**config.mk**
```make
export PLATFORM = sky130hd
export DESIGN_NAME = water_level_decoder_flat
export DESIGN_NICKNAME = d
export VERILOG_FILES = /design/src/rtl/water_level_decoder_if.sv /design/src/rtl/water_level_decoder.sv /design/src/flat_wrapper.sv
export SDC_FILE = /design/constraint.sdc
export NUM_CORES = 1
export LEC_CHECK = 0
export ABC_CLOCK_PERIOD_IN_PS = 3800
export BUFFER_PORTS_ARGS = -buffer_cell sky130_fd_sc_hd__clkbuf_2
export CAP_MARGIN = 20
export CORE_MARGIN = 3
export CORE_UTILIZATION = 50
export DETAILED_ROUTE_END_ITERATION = 6
export GPL_ROUTABILITY_DRIVEN = 0
export PLACE_DENSITY = 0.72
export SYNTH_ARGS = -nofsm -noshare
export SYNTH_HDL_FRONTEND = slang
export SYNTH_SLANG_ARGS = --single-unit
```
**constraint.sdc**
```tcl
create_clock -name clk -period 3.8 [get_ports clk]
set_input_delay 0 -clock clk [delete_from_list [all_inputs] [get_ports clk]]
set_output_delay 0 -clock clk [all_outputs]
set_load 0.02 [all_outputs]
```
**src/rtl/water_level_decoder_if.sv**
```systemverilog
// Water-level bus: sampled row lines in, decoded level and status out.
// The master side drives the lines; the decoder is the slave.
interface water_level_decoder_if #(
    parameter int NROWS = 7,
    parameter int LVL_W = $clog2(NROWS + 1)
);
    logic [2*NROWS-1:0] lines;
    logic [LVL_W-1:0]   level;
    logic               level_valid;
    logic               level_change;
    logic               moving_up;
    logic               moving_down;
    logic               full;
    logic               empty;
    logic               fault;

    modport master (
        output lines,
        input  level, level_valid, level_change,
        input  moving_up, moving_down, full, empty, fault
    );

    modport slave (
        input  lines,
        output level, level_valid, level_change,
        output moving_up, moving_down, full, empty, fault
    );
endinterface

```
**src/rtl/water_level_decoder.sv**
```systemverilog
// Debounces the 2-bit-per-row water-level bus and decodes the
// thermometer fill into a level with direction and fault flags.
module water_level_decoder #(
    parameter int NROWS         = 7,
    parameter int STABLE_CYCLES = 4,
    parameter int CNT_W         = 3
) (
    input  logic                  clk,
    input  logic                  rst,
    water_level_decoder_if.slave  bus
);
    localparam int LVL_W = $clog2(NROWS + 1);

    typedef enum logic [1:0] {ST_INIT, ST_TRACK, ST_FAULT} state_t;

    state_t             r_state, w_state_n;
    logic [2*NROWS-1:0] r_lines_q;
    logic [CNT_W-1:0]   r_cnt, w_cnt_n;
    logic [LVL_W-1:0]   r_level, w_level_n;
    logic               r_valid, w_valid_n;
    logic               r_chg, w_chg_n;
    logic               r_up, w_up_n;
    logic               r_dn, w_dn_n;
    logic               r_full, w_full_n;
    logic               r_empty, w_empty_n;
    logic               r_fault, w_fault_n;

    logic [LVL_W-1:0]   w_k;
    logic               w_ok;
    logic               w_seen;
    logic               w_commit;
    logic [1:0]         w_row;

    // Thermometer decode: count full rows from the bottom; after the first
    // non-full row (which may be partial or empty) every row must be empty.
    always_comb begin
        w_k    = '0;
        w_ok   = 1'b1;
        w_seen = 1'b0;
        w_row  = 2'b00;
        for (int r = 0; r < NROWS; r++) begin
            w_row = r_lines_q[2*r +: 2];
            if (!w_seen) begin
                if (w_row == 2'b11) w_k = w_k + LVL_W'(1);
                else                w_seen = 1'b1;
            end else if (w_row != 2'b00) begin
                w_ok = 1'b0;
            end
        end
    end

    // Stability counter: a new value on the bus restarts the window.
    always_comb begin
        if (bus.lines != r_lines_q)
            w_cnt_n = '0;
        else if (r_cnt == CNT_W'(STABLE_CYCLES))
            w_cnt_n = r_cnt;
        else
            w_cnt_n = r_cnt + CNT_W'(1);
    end

    // The commit edge is the one on which the counter reaches saturation.
    assign w_commit = (r_cnt == CNT_W'(STABLE_CYCLES - 1));

    // Next-state and output decode; pulses default low every cycle.
    always_comb begin
        w_state_n = r_state;
        w_level_n = r_level;
        w_valid_n = r_valid;
        w_fault_n = r_fault;
        w_chg_n   = 1'b0;
        w_up_n    = 1'b0;
        w_dn_n    = 1'b0;
        if (w_commit) begin
            unique case (r_state)
                ST_INIT: begin
                    if (w_ok) begin
                        w_state_n = ST_TRACK;
                        w_level_n = w_k;
                        w_valid_n = 1'b1;
                    end else begin
                        w_state_n = ST_FAULT;
                        w_fault_n = 1'b1;
                    end
                end
                ST_TRACK, ST_FAULT: begin
                    if (w_ok) begin
                        w_state_n = ST_TRACK;
                        w_fault_n = 1'b0;
                        w_valid_n = 1'b1;
                        w_level_n = w_k;
                        if (r_valid && (w_k != r_level)) begin
                            w_chg_n = 1'b1;
                            w_up_n  = (w_k > r_level);
                            w_dn_n  = (w_k < r_level);
                        end
                    end else begin
                        w_state_n = ST_FAULT;
                        w_fault_n = 1'b1;
                    end
                end
                default: w_state_n = ST_INIT;
            endcase
        end
        w_full_n  = (w_level_n == LVL_W'(NROWS));
        w_empty_n = w_valid_n && (w_level_n == '0);
    end

    // State, sample and output registers.
    always_ff @(posedge clk or posedge rst) begin
        if (rst) begin
            r_state   <= ST_INIT;
            r_lines_q <= '0;
            r_cnt     <= '0;
            r_level   <= '0;
            r_valid   <= 1'b0;
            r_chg     <= 1'b0;
            r_up      <= 1'b0;
            r_dn      <= 1'b0;
            r_full    <= 1'b0;
            r_empty   <= 1'b0;
            r_fault   <= 1'b0;
        end else begin
            r_state   <= w_state_n;
            r_lines_q <= bus.lines;
            r_cnt     <= w_cnt_n;
            r_level   <= w_level_n;
            r_valid   <= w_valid_n;
            r_chg     <= w_chg_n;
            r_up      <= w_up_n;
            r_dn      <= w_dn_n;
            r_full    <= w_full_n;
            r_empty   <= w_empty_n;
            r_fault   <= w_fault_n;
        end
    end

    assign bus.level        = r_level;
    assign bus.level_valid  = r_valid;
    assign bus.level_change = r_chg;
    assign bus.moving_up    = r_up;
    assign bus.moving_down  = r_dn;
    assign bus.full         = r_full;
    assign bus.empty        = r_empty;
    assign bus.fault        = r_fault;
endmodule

```
**src/flat_wrapper.sv**
```systemverilog
// flat-port wrapper written by rule: the top's interface ports become plain ports
module water_level_decoder_flat 
#(
    parameter int NROWS         = 7,
    parameter int STABLE_CYCLES = 4,
    parameter int CNT_W         = 3
)
  (clk, rst, bus_lines, bus_level, bus_level_valid, bus_level_change, bus_moving_up, bus_moving_down, bus_full, bus_empty, bus_fault);
  water_level_decoder_if #(.NROWS(NROWS)) bus_i ();
  input  logic clk;
  input  logic rst;
  input wire logic [$bits(bus_i.lines)-1:0] bus_lines;
  output wire logic [$bits(bus_i.level)-1:0] bus_level;
  output wire logic [$bits(bus_i.level_valid)-1:0] bus_level_valid;
  output wire logic [$bits(bus_i.level_change)-1:0] bus_level_change;
  output wire logic [$bits(bus_i.moving_up)-1:0] bus_moving_up;
  output wire logic [$bits(bus_i.moving_down)-1:0] bus_moving_down;
  output wire logic [$bits(bus_i.full)-1:0] bus_full;
  output wire logic [$bits(bus_i.empty)-1:0] bus_empty;
  output wire logic [$bits(bus_i.fault)-1:0] bus_fault;
  assign bus_i.lines = bus_lines;
  assign bus_level = bus_i.level;
  assign bus_level_valid = bus_i.level_valid;
  assign bus_level_change = bus_i.level_change;
  assign bus_moving_up = bus_i.moving_up;
  assign bus_moving_down = bus_i.moving_down;
  assign bus_full = bus_i.full;
  assign bus_empty = bus_i.empty;
  assign bus_fault = bus_i.fault;
  water_level_decoder #(.NROWS(NROWS), .STABLE_CYCLES(STABLE_CYCLES), .CNT_W(CNT_W)) u_core (.clk(clk), .rst(rst), .bus(bus_i));
endmodule
```
[Word level (Yosys, flattened, before mapping)]
Index checks and enable logic that the tools add are counted.
Storage, ports and cells
  register bits after elaboration: 29
  latch bits: 0
  memory bits (writable): 0
  ROM bits: 0
  bits of input ports: 16
  memories: 0
Cells by class
  add/sub/neg operators: 7
  multiply operators: 0
  div/mod/pow operators: 0
  order comparisons: 2
  equality and inequality tests: 16
  shift-type cells: 0
  mux-type cells: 61
  bitwise operators: 0
  reduce and logical (&&, ||, !) cells: 14
Operators with widths (count)
  $mux 3: 17
  $mux 1: 41
  $add 3x1->3 const B: 7
  $eq 2x2->1 const B: 8
  $ne 14x14->1: 1
  $reduce_bool 2->1: 7
  $eq 3x3->1 const B: 2
  $mux 2: 2
  $eq 3x2->1 const B: 1
  $gt 3x3->1: 1
  $logic_not 3->1: 1
  $lt 3x3->1: 1
  $ne 3x3->1: 1
  $reduce_and 3->1: 1
  $reduce_or 3->1: 1
  $eq 2x1->1 const B: 1
  $logic_and 1x1->1: 2
  $logic_not 2->1: 1
  $ne 2x1->1 const B: 1
  $ne 2x2->1 const B: 1
  $pmux 1 s2: 1
  $reduce_or 2->1: 1

[Longest topological paths before layout]
Gate-level depths: netlist of the first run.
  depth after elaboration: 26
  gate-level depth with buffers: 21
  mapped depth without buffers: 21

[Worst setup path after synthesis of the first run]
Ideal clock, no wire load.
  path kind: reg2reg
  from: register u_core.r_lines_q[1]
  to: register u_core.r_up (netlist: u_core.bus.moving_up)
  arrival time: 3485 ps
  required time: 3734 ps
  path slack: 249 ps
  stages on the path, launching flop included: 21
  buffers on the path: 0
  cells stage by stage: dfrtp_1 -> and2_1 -> nand2_1 -> inv_1 -> ha_1 -> and3_1 -> o21ai_0 -> inv_1 -> ha_1 -> nand2_1 -> o21ai_0 -> ha_1 -> nand3_1 -> xor2_1 -> or3_1 -> a21oi_1 -> ha_1 -> nand3_1 -> nand2_1 -> nor3_2 -> and2_1
On the way
  longest elaborated chain between the ends: 26
  elaborated cells on any way between the ends: 45
  those cells by class: add/sub (6); order compare (1); eq/ne (2); mux (35); reduce/logical (1)
Ends and longest elaborated chain
  from (decl): line water_level_decoder.sv:17  | logic [2*NROWS-1:0] r_lines_q;
  from (signal assigned): line water_level_decoder.sv:125  | r_lines_q <= bus.lines;
  $eq 2x2->1 (*): line water_level_decoder.sv:44  | if (w_row == 2'b11) w_k = w_k + LVL_W'(1);
  parallel branches: the longest is 22 deep, another holds $add 3x1->3
  $mux 1 (*): line water_level_decoder.sv:87  | if (w_ok) begin
  $mux 1 (*): line water_level_decoder.sv:75  | unique case (r_state)
  $mux 1 (*): line water_level_decoder.sv:74  | if (w_commit) begin
  via u_core.w_up_n: line water_level_decoder.sv:22  | logic r_up, w_up_n;
  to (signal assigned): line water_level_decoder.sv:130  | r_up <= w_up_n;
  to (decl): line water_level_decoder.sv:22
Mark *: on every way through the listed nets, which the timed path passes.
A chain may end at the register's enable or synchronous reset.

[Final worst setup path of the first run]
  from: register u_core.r_lines_q[4]
  to: register u_core.r_dn (netlist: u_core.bus.moving_down)
On the way
  longest elaborated chain between the ends: 21
  elaborated cells on any way between the ends: 38
  those cells by class: add/sub (4); order compare (1); eq/ne (2); mux (29); reduce/logical (2)
Ends and longest elaborated chain
  parallel branches: the longest is 18 deep, another holds $add 3x1->3
  $mux 1 (*): line water_level_decoder.sv:87
  $mux 1 (*): line water_level_decoder.sv:75
  $mux 1 (*): line water_level_decoder.sv:74
  via u_core.w_dn_n: line water_level_decoder.sv:23  | logic r_dn, w_dn_n;
  to (signal assigned): line water_level_decoder.sv:131  | r_dn <= w_dn_n;
  to (decl): line water_level_decoder.sv:23
Marks and branches as above.

==> flow_metrics.py, run 1 <==
metrics = {
    "outcome": {
        "status": "finished clean",
    },
    "routing": {
        "remaining_antenna_violation_count_after_routing": 0,
        "firstDrtPassIters": 5,
        "met2RoutedLength_um": 1551,
        "highest_layer": "met4",
        "detail_route.wl_per_cell_um": 13.05,
        "routedLengthMet1_um": 1429,
        "wl_met3_um": 141,
        "via_per_inst": 5.119,
        "totalWireLength_um": 3172,
        "drc_errors": 0,
        "detailroute.via_count": 1244,
        "detail_route.iter0.violations": 55,
    },
    "layout": {
        "finalNetCount": 227,
        "final_design_area_no_fill_mm2": 0.002046,
        "layout_common_cells": "25 x clkbuf_2, 25 x dfrtp_1, 15 x dlygate4sd3_1",
        "layout-drive-gt1-share_pct": 28.36,
        "fin_util_pct": 71.12,
        "antenna-diode-count": 0,
        "num-fill-cells": 202,
        "syn_to_final_growth_pct": 31.01,
    },
    "critical_path": {
        "crit-reg2reg-launch": "u_core.r_lines_q[4]",
        "cp_num_cells": 20,
        "crit_path_max_delay_cell_type": "dfrtp_1",
        "worst_setup_path_start_kind": "flop",
        "timing.reg2reg.setup_slack_ps": 190,
        "timing.critical_path.max_delay_family": "simple AND/OR/NAND/NOR gates",
        "critPathMaxStageDelay_ps": 420,
        "worst-path-buf-inv": 2,
        "endpoint_kind": "flop",
        "crit_path_end": "u_core.bus.moving_down",
        "timing_worst_setup_path_type": "flop to flop",
        "cpMostUsedCell": "ha_1",
        "startpoint": "u_core.r_lines_q[4]",
        "critical_path.cell_chain": "nand2_1 > nand3_1 > nand2_2 > inv_1 > ha_1 > and3_1 > o21ai_2 > inv_1 > ha_1 > nand2_1 > o21ai_1 > ha_1 > nand3_1 > xor2_1 > or3_1 > a21oi_2 > ha_1 > nand3_1 > nand2_1 > nor4_1",
        "critPathMaxFanout": 4,
        "worst_r2r_path_depth": 20,
        "worstPathRequired_ps": 4030,
        "worstReg2RegEnd": "u_core.bus.moving_down",
        "crit_arrival_ps": 3840,
    },
    "sta": {
        "fin_tns_setup_ps": 0,
        "max_freq_ghz": 0.2771,
        "worstMarginPinSlew_ps": 529.9,
        "slew_headroom_pct": 64.54,
        "layout_min_cycle_time_ps": 3608,
        "finClkSkew_ps": 14.21,
        "finalHoldViolations": 0,
        "post-route-period-util_pct": 94.96,
        "finalSetupViolCount": 0,
        "finalMaxSlewViolations": 0,
    },
    "die": {
        "initial_utilization_pct": 54.28,
        "die-height_um": 61.89,
        "core_mm2": 0.002877,
        "design.die.area_mm2": 0.003830,
        "die_w_um": 61.89,
        "row_count": 19,
        "ioPinCount": 26,
    },
    "synthesis": {
        "synth_top_area_share_pct": 46.47,
        "yosysWarnings": 0,
        "syn-mean-instance-area_um2": 10.62,
        "synth.lib_cells_used.distinct": 35,
        "synth_seq_area_share_pct": 46.47,
        "postSynthRegisterBits": 29,
        "synth_area_leader_cell": "dfrtp_1",
        "synthCells": 147,
        "netlist_area_mm2": 0.001561,
        "synth_nets": 174,
        "synthTopCellsByArea": "dfrtp_1 46%, ha_1 8.8%, xor2_1 6.2%, inv_1 2.9%, nand2_1 2.9%",
    },
    "place": {
        "numPortBuffers": 25,
        "postPlaceCellArea_mm2": 0.001754,
        "dp_hpwl_um": 2346,
    },
    "power": {
        "pwr_density_cell_mw_per_mm2": 297.1,
        "vdd_ir_drop_max_v": 0.0002511,
        "power_leakage_nw": 0.9525,
    },
    "global_routing": {
        "maximum_number_of_pins_on_one_net_before_global_route_repair": 30,
        "grt_overflow_total": 0,
        "gr-usage-all-layers_pct": 19.32,
        "antenna_found_initial": 0,
        "wire_length_of_the_first_global_routing_pass_um": 5347,
        "grt_pass1_vias": 1227,
    },
    "clock_tree": {
        "clk_path_buf_depth": 2,
        "cts.sink_count": 29,
        "tritoncts.num_buffers": 5,
        "clockRootBuffer": "clkbuf_4",
        "cts_tree": "yes",
        "cts.clk_slew.worst_paths_ps": 100,
        "cts_htree_levels": 2,
        "clock_insertion_delay_worst_skew_ps": 330,
    },
    "flow_run": {
        "cap_viol_max_count": 0,
    },
    "worst_hold_path": {
        "min_path_type": "input port to asynchronous set/reset pin",
    },
}
worst min-delay path by stage:
stage | endpoint | cells past startpoint
2_1_floorplan | u_core.r_lines_q[0] | 0
3_3_place_gp | u_core.r_lines_q[0] | 1
3_5_place_dp | u_core.r_lines_q[3] | 1
4_1_cts | u_core.r_lines_q[3] | 2
5_1_grt | u_core.r_cnt[1] | 3
6_report | u_core.r_cnt[1] | 3
where the power goes:
group          switching, mW  internal (mW)  leakage (nW)
combinational         0.0315         0.0372         0.542
sequential            0.0109          0.316         0.369
clock                  0.105          0.107        0.0413
synth_stat cells:
cell type,count
o21ai_0,7
nand2_1,12
nor3_1,3
or2_2,2
or2b_1,1
a2111oi_4,1
a21oi_1,6
mux2_2,1
and4_1,1
nor2_1,6
and3_1,1
nand4_4,1
o41ai_2,1
ha_1,11
or3_1,1
nor4b_1,1
nor3_2,1
nand3_1,8
o21ai_4,1
nand4_1,3
o2bb2ai_1,2
o211ai_1,1
nor4_1,4
mux2i_1,2
mux2_1,1
o32a_1,1
inv_1,12
xor2_1,11
o22ai_1,2
dfrtp_1,29
nor2_2,1
and2_1,4
nand2b_1,1
xnor2_1,5
nor2b_1,2
worst min-delay path, cell delays in order:
cell and delay [ps]:
dlygate4sd3_1 530, clkbuf_2 100, inv_1 290
metal layers:
| metal | vias to the layer above | track usage (%) |
|---|---|---|
| met4 | 0 | 7.879 |
| li1 | 624 | - |
| met1 | 586 | 24.70 |
| met2 | 29 | 30.34 |
| met3 | 5 | 6.198 |
| met5 | - | 0 |
layout make-up:
cell class              instances  area [µm²]  area share, %
flip-flops and latches         29       730.7          35.72
repair buffers                 46       340.3          16.64
clock inverters                 1       5.005         0.2446
clock buffers                   7       65.06          3.180
well taps                      42       52.55          2.569
multi-input cells             106       807.0          39.45
inverters                      12       45.04          2.202
logic make-up (layout without fill, tap and decap cells):
group	count (synthesis)	after routing	synth area share [%]
AOI/OAI and AO/OA	22	22	11.06
adders and majority gates	11	11	8.814
and+or+nand+nor	53	53	19.07
xor gates and xnor gates	16	16	8.974
buffers and inverters	12	66	2.884
DFF	29	29	46.47
muxes	4	4	2.724
state kept, by name, indices dropped and copies added, names as in the netlist:
| name | count |
|---|---|
| u_core.r_lines_q | 14 |
| u_core.bus.level | 3 |
| u_core.r_cnt | 3 |
| u_core.r_state | 2 |
| u_core.bus.empty | 1 |
| u_core.bus.fault | 1 |
| u_core.bus.full | 1 |
| u_core.bus.level_change | 1 |
| u_core.bus.level_valid | 1 |
| u_core.bus.moving_down | 1 |
| u_core.bus.moving_up | 1 |
per-stage QoR:
stage / total power [mW] / cells / worst slack [ps] / hold slack [ps]
6_report: 0.6077 / 243 / 191.5 / 161.2
5_1_grt: 0.6398 / 243 / -55.07 / 211.6
4_1_cts: 0.6079 / 239 / 10.30 / 323.5
3_5_place_dp: 0.3827 / 216 / 38.52 / 137.5
3_3_place_gp: 0.3796 / 216 / 195.5 / 134.0
2_1_floorplan: 0.3616 / 147 / 248.8 / 31.43
what timing repair did:
item,in CTS,in global routing
hold buffers,15,0
setup buffers,0,3
endpoints found under the setup margin,0,3
hold endpoints to repair,43,0
resized for setup,0,11
Power figures use the tool's default switching activity.
==> run 2, diff against run 1 <==
--- a/config.mk
+++ b/config.mk
@@ -6,13 +6,14 @@
 export NUM_CORES = 1
 export LEC_CHECK = 0
 export ABC_CLOCK_PERIOD_IN_PS = 3800
-export BUFFER_PORTS_ARGS = -buffer_cell sky130_fd_sc_hd__clkbuf_2
 export CAP_MARGIN = 20
 export CORE_MARGIN = 3
 export CORE_UTILIZATION = 50
 export DETAILED_ROUTE_END_ITERATION = 6
+export DONT_BUFFER_PORTS = 1
 export GPL_ROUTABILITY_DRIVEN = 0
-export PLACE_DENSITY = 0.72
+export MAX_ROUTING_LAYER = met4
+export PLACE_DENSITY = 0.65
 export SYNTH_ARGS = -nofsm -noshare
 export SYNTH_HDL_FRONTEND = slang
 export SYNTH_SLANG_ARGS = --single-unit
==> run 2 against run 1 <==
Compared with the run above: setup slack gained 90 ps; combinational power shrank 15%; sequential share of layout area grew 1.9 points; power shrank 1.6%; fmax grew 2.6%; final cell count shrank 9.9%; sequential power is essentially flat; non-clock buffer count shrank 24; global-route usage grew 0.061 points; critical endpoint is now u_core.bus.moving_up; largest cell class unchanged.
==> flow_metrics.py, run 2 (synthesized netlist as in run 1, its figures left out) <==
metrics = {
    "global_routing": {
        "grt_pass1_vias": 1157,
        "grt_busiest_layer": "met2",
        "grt_use_met3_pct": 7.025,
        "globalRouteMet2Util_pct": 30.49,
        "wire_length_of_the_first_global_routing_pass_um": 5092,
        "maximum_number_of_pins_on_one_net_before_global_route_repair": 30,
        "met1_capacity_usage_during_global_routing_pct": 22.69,
        "grt_overflow_total": 0,
        "antenna_found_initial": 0,
        "gr-usage-all-layers_pct": 19.38,
    },
    "critical_path": {
        "endpoint_kind": "flop",
        "timing.reg2reg.setup_slack_ps": 280,
        "critPathMaxFanout": 4,
        "timing_worst_setup_path_type": "flop to flop",
        "worst_setup_path_start_kind": "flop",
        "worstPathRequired_ps": 4070,
        "crit_arrival_ps": 3790,
    },
    "place": {
        "dp_hpwl_um": 2228,
        "numPortBuffers": 0,
        "post-place-ws_ps": 45.24,
    },
    "clock_tree": {
        "clock_insertion_delay_worst_skew_ps": 330,
        "cts_tree": "yes",
        "cts.clk_slew.worst_paths_ps": 90,
        "tritoncts.num_buffers": 5,
        "cts.sink_count": 29,
        "clockRootBuffer": "clkbuf_4",
        "cts_htree_levels": 2,
        "clk_path_buf_depth": 2,
    },
    "power": {
        "cellInternalPower_uw": 454.6,
        "power.switching_fraction_pct": 23.95,
        "vdd_ir_drop_max_v": 0.0002271,
        "pwr-share-comb_pct": 9.8,
        "power.net_switching_uw": 143.2,
        "power.share.sequential_pct": 54.5,
        "power_leakage_nw": 0.8510,
        "pwr_density_cell_mw_per_mm2": 310.3,
        "pwr-share-clk_pct": 35.7,
    },
    "flow_run": {
        "cap_viol_max_count": 0,
    },
    "sta": {
        "worstMarginPinSlew_ps": 541.5,
        "finalHoldViolations": 0,
        "finalMaxSlewViolations": 0,
        "fin_tns_setup_ps": 0,
        "post-route-period-util_pct": 92.59,
        "finalSetupViolCount": 0,
        "slew_headroom_pct": 63.77,
        "layout_min_cycle_time_ps": 3518,
        "rsz0062_at_grt": "no",
        "finClkSkew_ps": 7.699,
        "max_freq_ghz": 0.2842,
        "timing.final.ws_setup_ps": 281.6,
    },
    "layout": {
        "antenna-diode-count": 0,
        "most_common_library_cell_in_the_layout_ignoring_fill_and_taps": "dfrtp_1",
        "finalNetCount": 203,
        "syn_to_final_growth_pct": 23.40,
        "number_of_flip_flops_under_the_largest_register_name": 14,
        "layout_common_cells": "29 x dfrtp_1, 15 x dlygate4sd3_1, 12 x inv_1",
        "largest_register": "u_core.r_lines_q",
        "layout-drive-gt1-share_pct": 16.38,
    },
    "die": {
        "design.die.area_mm2": 0.003830,
        "ioPinCount": 26,
        "core_mm2": 0.002877,
        "die_w_um": 61.89,
        "row_count": 19,
        "initial_utilization_pct": 54.28,
        "die-height_um": 61.89,
    },
    "routing": {
        "remaining_antenna_violation_count_after_routing": 0,
        "detail_route.wl_per_cell_um": 14.19,
        "totalWireLength_um": 3107,
        "detailroute.via_count": 1151,
        "firstDrtPassIters": 4,
        "drc_errors": 0,
        "detail_route.iter0.violations": 28,
        "via_per_inst": 5.256,
    },
    "worst_hold_path": {
        "min_path_type": "input port to flop",
    },
    "outcome": {
        "status": "finished clean",
    },
}
run 2: cell types whose count changed in the layout (fill, tap and decap cells not counted):
cell and delta:
buf_4 +1, o21ai_0 +1, and2_4 -1, and2_1 +1
dfrtp_1 +4, clkbuf_2 -25, o21ai_1 -1, nor4_1 -1
nor4_2 +1, dfrtp_2 -4
run 2: timing repair:
action | 4_1_cts | 5_1_grt
hold endpoints to repair | 43 | 0
gates resized for setup | 1 | 5
pin swaps | 0 | 2
hold buffers | 15 | 0
setup endpoints to repair | 2 | 3
setup buffers | 0 | 3
run 2: worst max-delay path: stages, from the launching register on:
cell     delay (ps)
dfrtp_1         430
and2_1          200
nand2_2          90
inv_1            50
ha_1            270
and3_1          160
o21ai_2         150
inv_1            60
ha_1            290
nand2_1          50
o21ai_0         100
ha_1            170
nand3_1          90
xor2_1          150
or3_1           320
a21oi_2         170
ha_1            250
nand3_1          80
nand2_1          90
nor3_2          140
and2_1          140
run 2: stage by stage:
step	cells	instance area, µm²	total power, mW	utilization [%]	hold slack, ps
finish	219	1927	0.5978	66.99	51.35
global route	219	1927	0.6294	66.99	68.68
floorplan	147	1562	0.3616	-	31.43
detailed placement	192	1637	0.3724	56.89	31.54
CTS	215	1857	0.5990	64.55	41.75
global placement	192	1637	0.3709	56.89	31.55
run 2: layer usage:
| metal | share of wire, % | vias to the layer above |
|---|---|---|
| met2 | 49 | 26 |
| met1 | 45 | 545 |
| met4 | 2.1 | 0 |
| li1 | - | 573 |
| met3 | 4.5 | 7 |
| met5 | 0 | - |
run 2: final cells by class:
cell class              instances  area [µm²]
multi-input cells             106       810.8
repair buffers                 22       222.7
inverters                      12       45.04
flip-flops and latches         29       725.7
fillers                       221       949.7
well taps                      42       52.55
clock buffers                   7       65.06
clock inverters                 1       5.005
run 2: worst paths after layout:
| check | startpoint | end | cells after the start |
|---|---|---|---|
| worst max-delay path | u_core.r_lines_q[1] | u_core.bus.moving_up | 20 |
| worst min-delay path | bus_lines[6] | u_core.r_cnt[2] | 4 |
| worst max register to register | u_core.r_lines_q[1] | u_core.bus.moving_up | 20 |
| worst min register to register | u_core.r_state[1] | u_core.r_state[1] | 2 |
| max in group asynchronous | rst | u_core.r_lines_q[13] | 3 |
| min in group asynchronous | rst | u_core.bus.fault | 2 |
run 2: power by group through the flow:
stage / Combinational (mW) / Sequential, mW / Clock [mW]
2_1_floorplan: 0.0311 / 0.331 / 0
3_3_place_gp: 0.0394 / 0.332 / 0
3_5_place_dp: 0.0406 / 0.332 / 0
4_1_cts: 0.0531 / 0.326 / 0.220
5_1_grt: 0.0656 / 0.328 / 0.236
6_report: 0.0586 / 0.326 / 0.213
